**src/rtl/mash_pkg.sv**
```systemverilog
// Shared constants and helpers for the MASH noise-cancellation network.
package mash_pkg;

    localparam int unsigned MASH_MAX_ORDER_LIMIT = 6;
    localparam int unsigned ORDER_W              = 3;
    localparam int unsigned CNT_W                = 3;

    // Map a requested order onto 1..max_ord.
    function automatic logic [ORDER_W-1:0] clamp_order(input logic [ORDER_W-1:0] ord,
                                                       input int unsigned        max_ord);
        logic [ORDER_W-1:0] r;
        r = ord;
        if (ord == '0) begin
            r = ORDER_W'(1);
        end else if (32'(ord) > max_ord) begin
            r = ORDER_W'(max_ord);
        end
        return r;
    endfunction

    // Lowest legal output value for order n.
    function automatic int out_range_lo(input int n);
        return -((1 << (n - 1)) - 1);
    endfunction

    // Highest legal output value for order n.
    function automatic int out_range_hi(input int n);
        return 1 << (n - 1);
    endfunction

endpackage

```
**src/rtl/mash_diff_stage.sv**
```systemverilog
// One differencer of the cascade: g_c_o = carry + g(n-1) - g(n).
module mash_diff_stage #(
    parameter int unsigned W = 5
) (
    input  logic                clk,
    input  logic                rst_n,
    input  logic                en,
    input  logic                clr,
    input  logic                carry_i,
    input  logic signed [W-1:0] g_i,
    output logic signed [W-1:0] g_c_o
);

    logic signed [W-1:0] hist_q;
    logic signed [W-1:0] hist_d;

    // History captures the downstream value on each enabled edge; clear wins.
    always_comb begin
        hist_d = hist_q;
        if (clr) begin
            hist_d = '0;
        end else if (en) begin
            hist_d = g_i;
        end
    end

    // History register.
    always_ff @(posedge clk) begin
        if (!rst_n) begin
            hist_q <= '0;
        end else begin
            hist_q <= hist_d;
        end
    end

    assign g_c_o = $signed({{(W-1){1'b0}}, carry_i}) + hist_q - g_i;

endmodule

```
**src/rtl/mash_ncl_param.sv**
```systemverilog
// Run-time order-selectable MASH 1-1-...-1 noise-cancellation network.
module mash_ncl_param
    import mash_pkg::*;
#(
    parameter int unsigned MAX_ORDER = 4,
    parameter int unsigned OUT_W     = MAX_ORDER + 1
) (
    input  logic                    clk,
    input  logic                    rst_n,
    input  logic                    en,
    input  logic [ORDER_W-1:0]      order_i,
    input  logic [MAX_ORDER-1:0]    carry_i,
    output logic signed [OUT_W-1:0] out_s,
    output logic [MAX_ORDER-1:0]    out_u,
    output logic                    out_valid,
    output logic                    settled,
    output logic                    range_err
);

    logic [ORDER_W-1:0]      order_q, order_d, order_req_c, n_m1_c;
    logic [CNT_W-1:0]        cnt_q, cnt_d;
    logic signed [OUT_W-1:0] out_s_q, out_s_d;
    logic [MAX_ORDER-1:0]    out_u_q, out_u_d;
    logic                    valid_q, valid_d;
    logic                    settled_q, settled_d;
    logic                    err_q, err_d;
    logic                    order_chg_c, adv_c;
    logic [MAX_ORDER-1:0]    carry_m_c;
    logic signed [OUT_W-1:0] g_c [MAX_ORDER];
    logic signed [OUT_W-1:0] y_c, lo_c, hi_c;

    assign order_req_c = clamp_order(order_i, MAX_ORDER);
    assign order_chg_c = (order_req_c != order_q);
    assign adv_c       = en && !order_chg_c;
    assign n_m1_c      = order_q - ORDER_W'(1);
    assign lo_c        = OUT_W'(out_range_lo(int'(order_q)));
    assign hi_c        = OUT_W'(out_range_hi(int'(order_q)));

    // Stages above the active order see zero carries.
    always_comb begin
        carry_m_c = '0;
        for (int k = 0; k < int'(MAX_ORDER); k++) begin
            carry_m_c[k] = carry_i[k] && (ORDER_W'(k) < order_q);
        end
    end

    assign g_c[MAX_ORDER-1] = $signed({{(OUT_W-1){1'b0}}, carry_m_c[MAX_ORDER-1]});

    for (genvar k = 0; k < int'(MAX_ORDER) - 1; k++) begin : g_stage
        mash_diff_stage #(.W(OUT_W)) u_stage (
            .clk    (clk),
            .rst_n  (rst_n),
            .en     (adv_c),
            .clr    (order_chg_c),
            .carry_i(carry_m_c[k]),
            .g_i    (g_c[k+1]),
            .g_c_o  (g_c[k])
        );
    end

    assign y_c = g_c[0];

    // Next-state: order change flushes everything but the sticky error; en advances.
    always_comb begin
        order_d   = order_q;
        cnt_d     = cnt_q;
        out_s_d   = out_s_q;
        out_u_d   = out_u_q;
        valid_d   = 1'b0;
        settled_d = settled_q;
        err_d     = err_q;
        if (order_chg_c) begin
            order_d   = order_req_c;
            cnt_d     = '0;
            out_s_d   = '0;
            out_u_d   = '0;
            settled_d = 1'b0;
        end else if (en) begin
            out_s_d = y_c;
            out_u_d = MAX_ORDER'(y_c + (hi_c - OUT_W'(1)));
            valid_d = 1'b1;
            if (cnt_q < n_m1_c) begin
                cnt_d = cnt_q + CNT_W'(1);
            end
            if ((cnt_q + CNT_W'(1)) >= n_m1_c) begin
                settled_d = 1'b1;
            end
            if ((y_c < lo_c) || (y_c > hi_c)) begin
                err_d = 1'b1;
            end
        end
    end

    // State and output registers.
    always_ff @(posedge clk) begin
        if (!rst_n) begin
            order_q   <= order_req_c;
            cnt_q     <= '0;
            out_s_q   <= '0;
            out_u_q   <= '0;
            valid_q   <= 1'b0;
            settled_q <= 1'b0;
            err_q     <= 1'b0;
        end else begin
            order_q   <= order_d;
            cnt_q     <= cnt_d;
            out_s_q   <= out_s_d;
            out_u_q   <= out_u_d;
            valid_q   <= valid_d;
            settled_q <= settled_d;
            err_q     <= err_d;
        end
    end

    assign out_s     = out_s_q;
    assign out_u     = out_u_q;
    assign out_valid = valid_q;
    assign settled   = settled_q;
    assign range_err = err_q;

endmodule

```
**config.mk**
```make
export PLATFORM = sky130hd
export DESIGN_NAME = mash_ncl_param
export DESIGN_NICKNAME = d
export VERILOG_FILES = /design/src/rtl/mash_pkg.sv /design/src/rtl/mash_diff_stage.sv /design/src/rtl/mash_ncl_param.sv
export SDC_FILE = /design/constraint.sdc
export NUM_CORES = 1
export LEC_CHECK = 0
export BUFFER_PORTS_ARGS = -buffer_cell sky130_fd_sc_hd__buf_2
export CAP_MARGIN = 25
export CELL_PAD_IN_SITES_DETAIL_PLACEMENT = 1
export CELL_PAD_IN_SITES_GLOBAL_PLACEMENT = 1
export CORE_ASPECT_RATIO = 0.7
export CORE_UTILIZATION = 49
export CTS_CLUSTER_DIAMETER = 150
export DETAILED_ROUTE_END_ITERATION = 10
export PLACE_DENSITY_LB_ADDON = 0.2
export SLEW_MARGIN = 5
export SYNTH_ARGS = -nofsm -noshare
export SYNTH_HDL_FRONTEND = slang
export SYNTH_SLANG_ARGS = --single-unit
```
**constraint.sdc**
```tcl
create_clock -name clk -period 7.39 [get_ports clk]
set_input_delay 1.1085 -clock clk [delete_from_list [all_inputs] [get_ports clk]]
set_output_delay 1.1085 -clock clk [all_outputs]
set_load 0.03 [all_outputs]
```
==> results by group, run 1 <==
Status
  • Result of the run: complete, no violations

STA
  • Final hold vios: 0
  • Slew Viols, Final: 0
  • Count of endpoints failing setup in the final report: 0
  • Post-route worst hold slack: 0.469 ns
  • Skew final: 0.0134 ns
  • Slew of the pin with the lowest slew margin: ~0.69 ns
  • Final worst-path cycle share: 0.752
  • Highest clock frequency the design can meet: 180 MHz
  • Total negative slack for setup checks: 0 ns
  • Minimum clock period: 5.56 ns
  • Setup repair after global routing missed its margin: no
  • Relative slew slack: 0.538

CTS
  • Source-to-sink clock delay at the later pin of the worst-skew pair: 0.28 ns
  • CTS Buf Count: 3
  • Level count of the clock H-tree: 1
  • Gates resized, CTS repair: 0
  • Total clock sinks: 27
  • Maximum clock insertion buffer count: 2
  • Clock Tree Root: sky130_fd_sc_hd__clkbuf_8
  • Buffer count from post-CTS setup fixing: 0
  • Hold buffer count at cts: 0
  • CTS tree: yes
  • Clock transition time at the flip-flop clock pins of the worst setup and hold paths: 0.09 ns

Setup path
  • Largest fanout on the critical path: 3
  • Critical path startpoint category: primary input
  • Required @ worst endpoint: 7.54 ns
  • Kind of critical path: primary input to flip-flop
  • Critical R2R Launch: order_q[0]
  • Endpoint arrival time on the critical path: between 5 and 6 ns
  • Register-to-Register Setup Slack: 1.99 ns
  • R2r endpoint: range_err
  • Logic depth of the worst register-to-register path: 23
  • Type of element capturing the critical path: flip-flop

Global route
  • Largest net degree at the start of global routing: 30
  • Number of global-route vias before repair: around 1700
  • Overall overflow remaining after global route: 0
  • GRT Total Usage: 0.232
  • Number of antenna violations at the first check in global routing: 0
  • Wire length of the first global-routing pass: 8030 um

Pwr
  • Leakage power: around 1.1 nW
  • Worst-case vdd ir drop: 0.000129 V
  • Part of the total power dissipated in the clock network: 0.163
  • Sw Ratio: 0.403
  • Internal power contribution: ~0.32 mW
  • NetSw: approximately 0.22 mW
  • Power density cells: 239 mW/mm2
  • Logic gate share of total power: 0.541
  • Sequential Power Share: 0.296

Die
  • Initial Utilization: 0.525
  • Height of the die: 56.9 um
  • Area of the core: roughly 0.004 mm2
  • Width of the die: between 80 and 90 um
  • Rows: 19
  • Number of placed I/O pins: 22
  • Die outline area: about 0.0046 mm2

Synthesis
  • Synthesized area per cell: 9.42 um2
  • Total standard cell area after synthesis: 0.00211 mm2
  • Cells after synthesis: about 220
  • Area leader, netlist: sky130_fd_sc_hd__ha_1
  • Register bit total from synthesis: 27
  • Share of synthesized flip-flops with an asynchronous set or reset: 0
  • Number of synthesized flops with an enable pin: 3
  • Fraction of synthesized cell area taken by the top area cell type: 0.237
  • Count of warnings emitted by yosys: 0
  • Count of distinct cell types in the synthesized netlist: 41
  • Proportion of synthesized chip area in sequential cells: 0.270
  • Post-synth net total: 277
  • Ranking of synthesized cells by area: sky130_fd_sc_hd__ha_1 24%, sky130_fd_sc_hd__dfxtp_1 23%, sky130_fd_sc_hd__nor2_1 5.0%, sky130_fd_sc_hd__inv_1 4.8%, sky130_fd_sc_hd__mux2i_1 4.7%
  • Dominant register cell in the synthesized netlist: sky130_fd_sc_hd__dfxtp_1

Drt
  • Top Layer Used: met4
  • Drt initial violations: 114
  • Detail Route met2 WL: approximately 2200 um
  • Routed wire per std cell: 16.0 um
  • M1 wire length: 2290 um
  • Average via count per standard cell: around 5.4
  • Detailed-route via count: between 1500 and 2000
  • First drt pass iteration count: 5
  • Drt drc: 0
  • Total routed wirelength: roughly 4700 um
  • WL met3: 177 um
  • ANT nets after route: 0

Job
  • Count of maximum capacitance violations: 0

Cells and area
  • Number of diodes added for antenna fixing: 0
  • Post-layout net count: just under 300
  • P&R area growth vs syn: 7.77%
  • Post-route cell area: 0.00227 mm2
  • Post-route insts no fill: 292
  • Proportion of layout cells with a drive suffix above 1: 0.142
  • # fillers: 468

Worst hold path
  • Worst min path class: flip-flop to flip-flop
  • Hold Path End: range_err
  • Hold depth: 2
  • Startpoint of the lowest-slack hold path: range_err

Placement
  • Gp weighted congestion: roughly 0.84
  • # placed instances: 288
  • DP Area: about 0.0022 mm2
  • PortBufs: 21
  • Detailed Place HPWL: approximately 3400 um
[cells in the final DEF, fill, tap and decap left out, drive strengths merged, types with 2 or more instances in the layout]
| master | count |
|---|---|
| nand2b | 5 |
| nor2 | 28 |
| a21o | 2 |
| inv | 27 |
| nor2b | 4 |
| xnor2 | 10 |
| nand3b | 3 |
| dfxtp | 24 |
| o31ai | 3 |
| nand3 | 2 |
| clkbuf | 3 |
| o21ai | 5 |
| nand2 | 5 |
| edfxtp | 3 |
| mux2i | 10 |
| xor2 | 4 |
| a211oi | 10 |
| ha | 40 |
| a21oi | 10 |
| buf | 21 |
| nand4b | 2 |
| fa | 3 |
| xnor3 | 2 |
[Yosys cell counts (2+ instances only)]
| cell | n |
|---|---|
| sky130_fd_sc_hd__a211oi_1 | 5 |
| sky130_fd_sc_hd__a211oi_2 | 5 |
| sky130_fd_sc_hd__a21o_1 | 2 |
| sky130_fd_sc_hd__a21oi_1 | 10 |
| sky130_fd_sc_hd__buf_2 | 3 |
| sky130_fd_sc_hd__buf_6 | 2 |
| sky130_fd_sc_hd__clkbuf_1 | 3 |
| sky130_fd_sc_hd__dfxtp_1 | 24 |
| sky130_fd_sc_hd__edfxtp_1 | 3 |
| sky130_fd_sc_hd__fa_1 | 3 |
| sky130_fd_sc_hd__ha_1 | 40 |
| sky130_fd_sc_hd__inv_1 | 27 |
| sky130_fd_sc_hd__mux2i_1 | 10 |
| sky130_fd_sc_hd__nand2_1 | 4 |
| sky130_fd_sc_hd__nand2b_1 | 5 |
| sky130_fd_sc_hd__nand3_1 | 2 |
| sky130_fd_sc_hd__nand3b_1 | 3 |
| sky130_fd_sc_hd__nand4b_1 | 2 |
| sky130_fd_sc_hd__nor2_1 | 28 |
| sky130_fd_sc_hd__nor2b_1 | 4 |
| sky130_fd_sc_hd__o21ai_0 | 5 |
| sky130_fd_sc_hd__o31ai_1 | 2 |
| sky130_fd_sc_hd__xnor2_1 | 10 |
| sky130_fd_sc_hd__xnor3_1 | 2 |
| sky130_fd_sc_hd__xor2_1 | 4 |
[power groups by stage]
stage,clock (mW),sequential [mW],combinational [mW]
final,0.0888,0.161,0.294
after global routing,0.0981,0.162,0.332
after CTS,0.0924,0.161,0.298
after detailed placement,0,0.164,0.290
after global placement,0,0.164,0.281
after floorplan,0,0.168,0.223
[layer usage]
layer	global-route usage	vias to the layer above
li1	-	794
met3	0.0504	6
met1	0.310	757
met4	0.0459	0
met5	0	-
met2	0.381	26
[worst max-delay path: stages]
cell                       delay (ns)
sky130_fd_sc_hd__buf_2           0.09
sky130_fd_sc_hd__nor2b_1         0.12
sky130_fd_sc_hd__ha_1            0.27
sky130_fd_sc_hd__inv_1           0.04
sky130_fd_sc_hd__ha_1            0.30
sky130_fd_sc_hd__inv_1           0.05
sky130_fd_sc_hd__ha_1            0.29
sky130_fd_sc_hd__inv_1           0.07
sky130_fd_sc_hd__ha_1            0.16
sky130_fd_sc_hd__inv_1           0.05
sky130_fd_sc_hd__fa_1            0.48
sky130_fd_sc_hd__ha_1            0.34
sky130_fd_sc_hd__inv_1           0.06
sky130_fd_sc_hd__fa_1            0.46
sky130_fd_sc_hd__nand2b_1        0.17
sky130_fd_sc_hd__a21oi_1         0.20
sky130_fd_sc_hd__xnor3_1         0.26
sky130_fd_sc_hd__ha_1            0.33
sky130_fd_sc_hd__o211ai_1        0.11
sky130_fd_sc_hd__a21oi_1         0.07
sky130_fd_sc_hd__o311a_1         0.29
sky130_fd_sc_hd__a311oi_1        0.28
sky130_fd_sc_hd__o31ai_1         0.10
[registers in the layout (all words and copies together), names as in the netlist]
signal	flops
cnt_q	3
g_stage.u_stage.hist_q	9
order_q	3
out_s	5
out_u	4
out_valid	1
range_err	1
settled	1
[worst max-delay path by stage]
stage,start,to,slack [ns],cells after the start
global route,carry_i[2],range_err,1.57,23
detailed placement,carry_i[2],range_err,1.53,21
floorplan,carry_i[2],range_err,2.08,20
global placement,carry_i[2],range_err,1.67,23
CTS,carry_i[2],range_err,1.80,23
finish,carry_i[2],range_err,1.83,23
[through the flow]
stage	util	setup WS [ns]	total power, mW
floorplan	-	2.08	0.391
global placement	0.554	1.67	0.445
detailed placement	0.554	1.53	0.454
CTS	0.566	1.80	0.551
global route	0.566	1.57	0.592
finish	0.566	1.83	0.544
[cells by family after synthesis]
family	after synthesis	synth area share
mux	10	0.0475
xor+xnor	16	0.0795
fa+ha+maj	43	0.266
simple gates	54	0.128
flops	27	0.270
buf+inv	36	0.0730
compound gates	38	0.136
[final cells by class]
class | count | area, um2 | area share
clock inverters | 1 | 5.00 | 0.00220
repair buffers | 21 | 105 | 0.0462
inverters | 27 | 101 | 0.0446
multi-input cells | 161 | 1390 | 0.609
well taps | 52 | 65.1 | 0.0286
flip-flops and latches | 27 | 571 | 0.251
clock buffers | 3 | 41.3 | 0.0182
No activity file was read; power rests on OpenSTA's default activity.
==> inputs of run 2 (changes only) <==
CORE_UTILIZATION = 46   (was 49)
clock period = 5.23 ns   (was 7.39 ns; I/O delays follow)
==> results by group, run 2 (synthesis results as in run 1) <==
Status
  • Result of the run: complete, no violations

CTS
  • Total clock sinks: 27
  • CTS Buf Count: 3
  • Clock transition time at the flip-flop clock pins of the worst setup and hold paths: 0.09 ns
  • Maximum clock insertion buffer count: 2
  • Hold buffer count at cts: 0
  • Source-to-sink clock delay at the later pin of the worst-skew pair: 0.28 ns
  • Clock Tree Root: sky130_fd_sc_hd__clkbuf_8
  • CTS tree: yes
  • Buffer count from post-CTS setup fixing: 0
  • Level count of the clock H-tree: 1
  • Gates resized, CTS repair: 0

Cells and area
  • Fraction of the core area covered by cells at the end of the flow: 0.544
  • Most common library cell in the layout ignoring fill and taps: sky130_fd_sc_hd__ha_1
  • Area occupied by multi-input gates: around 0.0014 mm2
  • Top library cells by usage in the layout, fill and taps aside: 38 x sky130_fd_sc_hd__ha_1, 28 x sky130_fd_sc_hd__nor2_1, 27 x sky130_fd_sc_hd__inv_1
  • Post-layout net count: ~300
  • Area taken by flip-flops and latches: between 500 and 600 um2
  • # fillers: 521
  • Proportion of layout cells with a drive suffix above 1: 0.189
  • Register with the most flip-flops: g_stage.u_stage.hist_q
  • Largest register FFs: 9
  • Number of diodes added for antenna fixing: 0
  • P&R area growth vs syn: 12.9%

Worst hold path
  • Hold Path End: settled
  • Startpoint of the lowest-slack hold path: settled
  • Worst min path class: flip-flop to flip-flop
  • Hold depth: 2

Die
  • Number of placed I/O pins: 22
  • Initial Utilization: 0.482
  • Height of the die: about 59 um
  • Width of the die: 82.9 um
  • Rows: 20
  • Die outline area: 0.00487 mm2
  • Area of the core: 0.00438 mm2

Global route
  • GRT Total Usage: 0.208
  • Number of antenna violations at the first check in global routing: 0
  • Largest net degree at the start of global routing: 30
  • Number of global-route vias before repair: 1709
  • Wire length of the first global-routing pass: ~8000 um
  • Overall overflow remaining after global route: 0

Setup path
  • Type of element capturing the critical path: flip-flop
  • Largest fanout on the critical path: 3
  • Cell with the largest stage delay on the worst path: sky130_fd_sc_hd__fa_2
  • Endpoint arrival time on the critical path: approximately 5 ns
  • Delay contributed by the slowest stage of the critical path: 0.51 ns
  • Critical Path Most Common Cell: sky130_fd_sc_hd__ha_1
  • Register-to-Register Setup Slack: 0.33 ns
  • Critical R2R Launch: order_q[0]
  • Critical path startpoint category: primary input
  • Kind of critical path: primary input to flip-flop
  • Top delay family on crit path: adder cells
  • R2r endpoint: range_err
  • Logic depth of the worst register-to-register path: 21
  • Required @ worst endpoint: ~5.4 ns
  • Number of buffers and inverters on the critical path: 4
  • List of cells traversed by the critical path: buf_2, nor2b_1, ha_1, inv_1, ha_1, ha_1, ha_1, inv_1, fa_2, ha_4, inv_1, fa_1, nand2b_1, a21oi_2, xnor3_1, ha_4, o211ai_1, a21oi_1, o311a_1, a311oi_2, o31ai_1

Pwr
  • Sequential Power Share: 0.271
  • Logic gate share of total power: 0.581
  • Power density cells: roughly 350 mW/mm2
  • NetSw: 0.324 mW
  • Leakage power: 1.12 nW
  • Sw Ratio: 0.395
  • Internal power contribution: 0.497 mW
  • Worst-case vdd ir drop: 0.000210 V
  • Part of the total power dissipated in the clock network: 0.148

STA
  • Slew of the pin with the lowest slew margin: slightly below 0.7 ns
  • Highest clock frequency the design can meet: 201 MHz
  • Minimum clock period: 4.98 ns
  • Skew final: 0.00416 ns
  • Final worst-path cycle share: 0.952
  • Count of endpoints failing setup in the final report: 0
  • Total negative slack for setup checks: 0 ns
  • Slew Viols, Final: 0
  • Relative slew slack: 0.547
  • Final hold vios: 0

Drt
  • Total routed wirelength: 4550 um
  • Detailed-route via count: approximately 1600
  • Average via count per standard cell: 5.30
  • Drt drc: 0
  • First drt pass iteration count: 4
  • ANT nets after route: 0
  • Routed wire per std cell: approximately 15 um
  • Drt initial violations: 20

Job
  • Count of maximum capacitance violations: 0

Placement
  • Gp weighted congestion: about 0.83
  • Detailed Place HPWL: approximately 3600 um
  • PortBufs: 21
## run 2: worst max-delay path by stage
| stage | from | endpoint | slack, ns | cells after the start |
|---|---|---|---|---|
| after floorplan | carry_i[2] | range_err | 0.25 | 20 |
| after global placement | carry_i[2] | range_err | 0.04 | 21 |
| after detailed placement | carry_i[2] | range_err | -0.20 | 21 |
| after CTS | carry_i[2] | range_err | 0.07 | 21 |
| after global routing | carry_i[2] | range_err | -0.0009 | 23 |
| final | carry_i[2] | range_err | 0.25 | 21 |
## run 2: worst reg2reg max path, stage by stage, from the launching register on
cell and delay, ns:
sky130_fd_sc_hd__edfxtp_1 0.41, sky130_fd_sc_hd__a21oi_1 0.17, sky130_fd_sc_hd__nor2b_1 0.06, sky130_fd_sc_hd__ha_1 0.27, sky130_fd_sc_hd__inv_1 0.04, sky130_fd_sc_hd__ha_1 0.18
sky130_fd_sc_hd__ha_1 0.30, sky130_fd_sc_hd__ha_1 0.32, sky130_fd_sc_hd__inv_1 0.07, sky130_fd_sc_hd__fa_2 0.51, sky130_fd_sc_hd__ha_4 0.29, sky130_fd_sc_hd__inv_1 0.05
sky130_fd_sc_hd__fa_1 0.44, sky130_fd_sc_hd__nand2b_1 0.18, sky130_fd_sc_hd__a21oi_2 0.17, sky130_fd_sc_hd__xnor3_1 0.27, sky130_fd_sc_hd__ha_4 0.24, sky130_fd_sc_hd__o211ai_1 0.09
sky130_fd_sc_hd__a21oi_1 0.09, sky130_fd_sc_hd__o311a_1 0.33, sky130_fd_sc_hd__a311oi_2 0.20, sky130_fd_sc_hd__o31ai_1 0.09
## run 2: power groups by stage
stage	clock, mW	combinational [mW]	sequential, mW
final	0.121	0.477	0.223
after CTS	0.130	0.461	0.223
after global routing	0.136	0.540	0.224
after global placement	0	0.430	0.227
after floorplan	0	0.315	0.238
after detailed placement	0	0.453	0.228
## run 2: routing by layer
| layer | up-vias | GRT usage | share of wire |
|---|---|---|---|
| met5 | - | 0 | 0 |
| met4 | 0 | 0.0271 | 0.0064 |
| met3 | 4 | 0.0393 | 0.023 |
| met2 | 21 | 0.377 | 0.47 |
| met1 | 772 | 0.270 | 0.50 |
| li1 | 813 | - | - |
## run 2: layout make-up
class / instances / area share
Multi-Input combinational cell: 161 / 0.597
Sequential cell: 27 / 0.240
Timing Repair Buffer: 30 / 0.0725
Inverter: 27 / 0.0426
Tap cell: 55 / 0.0289
Clock buffer: 4 / 0.0189
## run 2: stage by stage
stage	cell area, um2	total power [mW]	cells	hold WS (ns)	worst slack [ns]
finish	2380	0.822	304	0.472	0.249
global route	2380	0.900	304	0.499	-0.000936
CTS	2340	0.814	304	0.484	0.0669
detailed placement	2300	0.681	300	0.459	-0.202
global placement	2300	0.658	300	0.448	0.0395
floorplan	2110	0.553	224	0.467	0.246
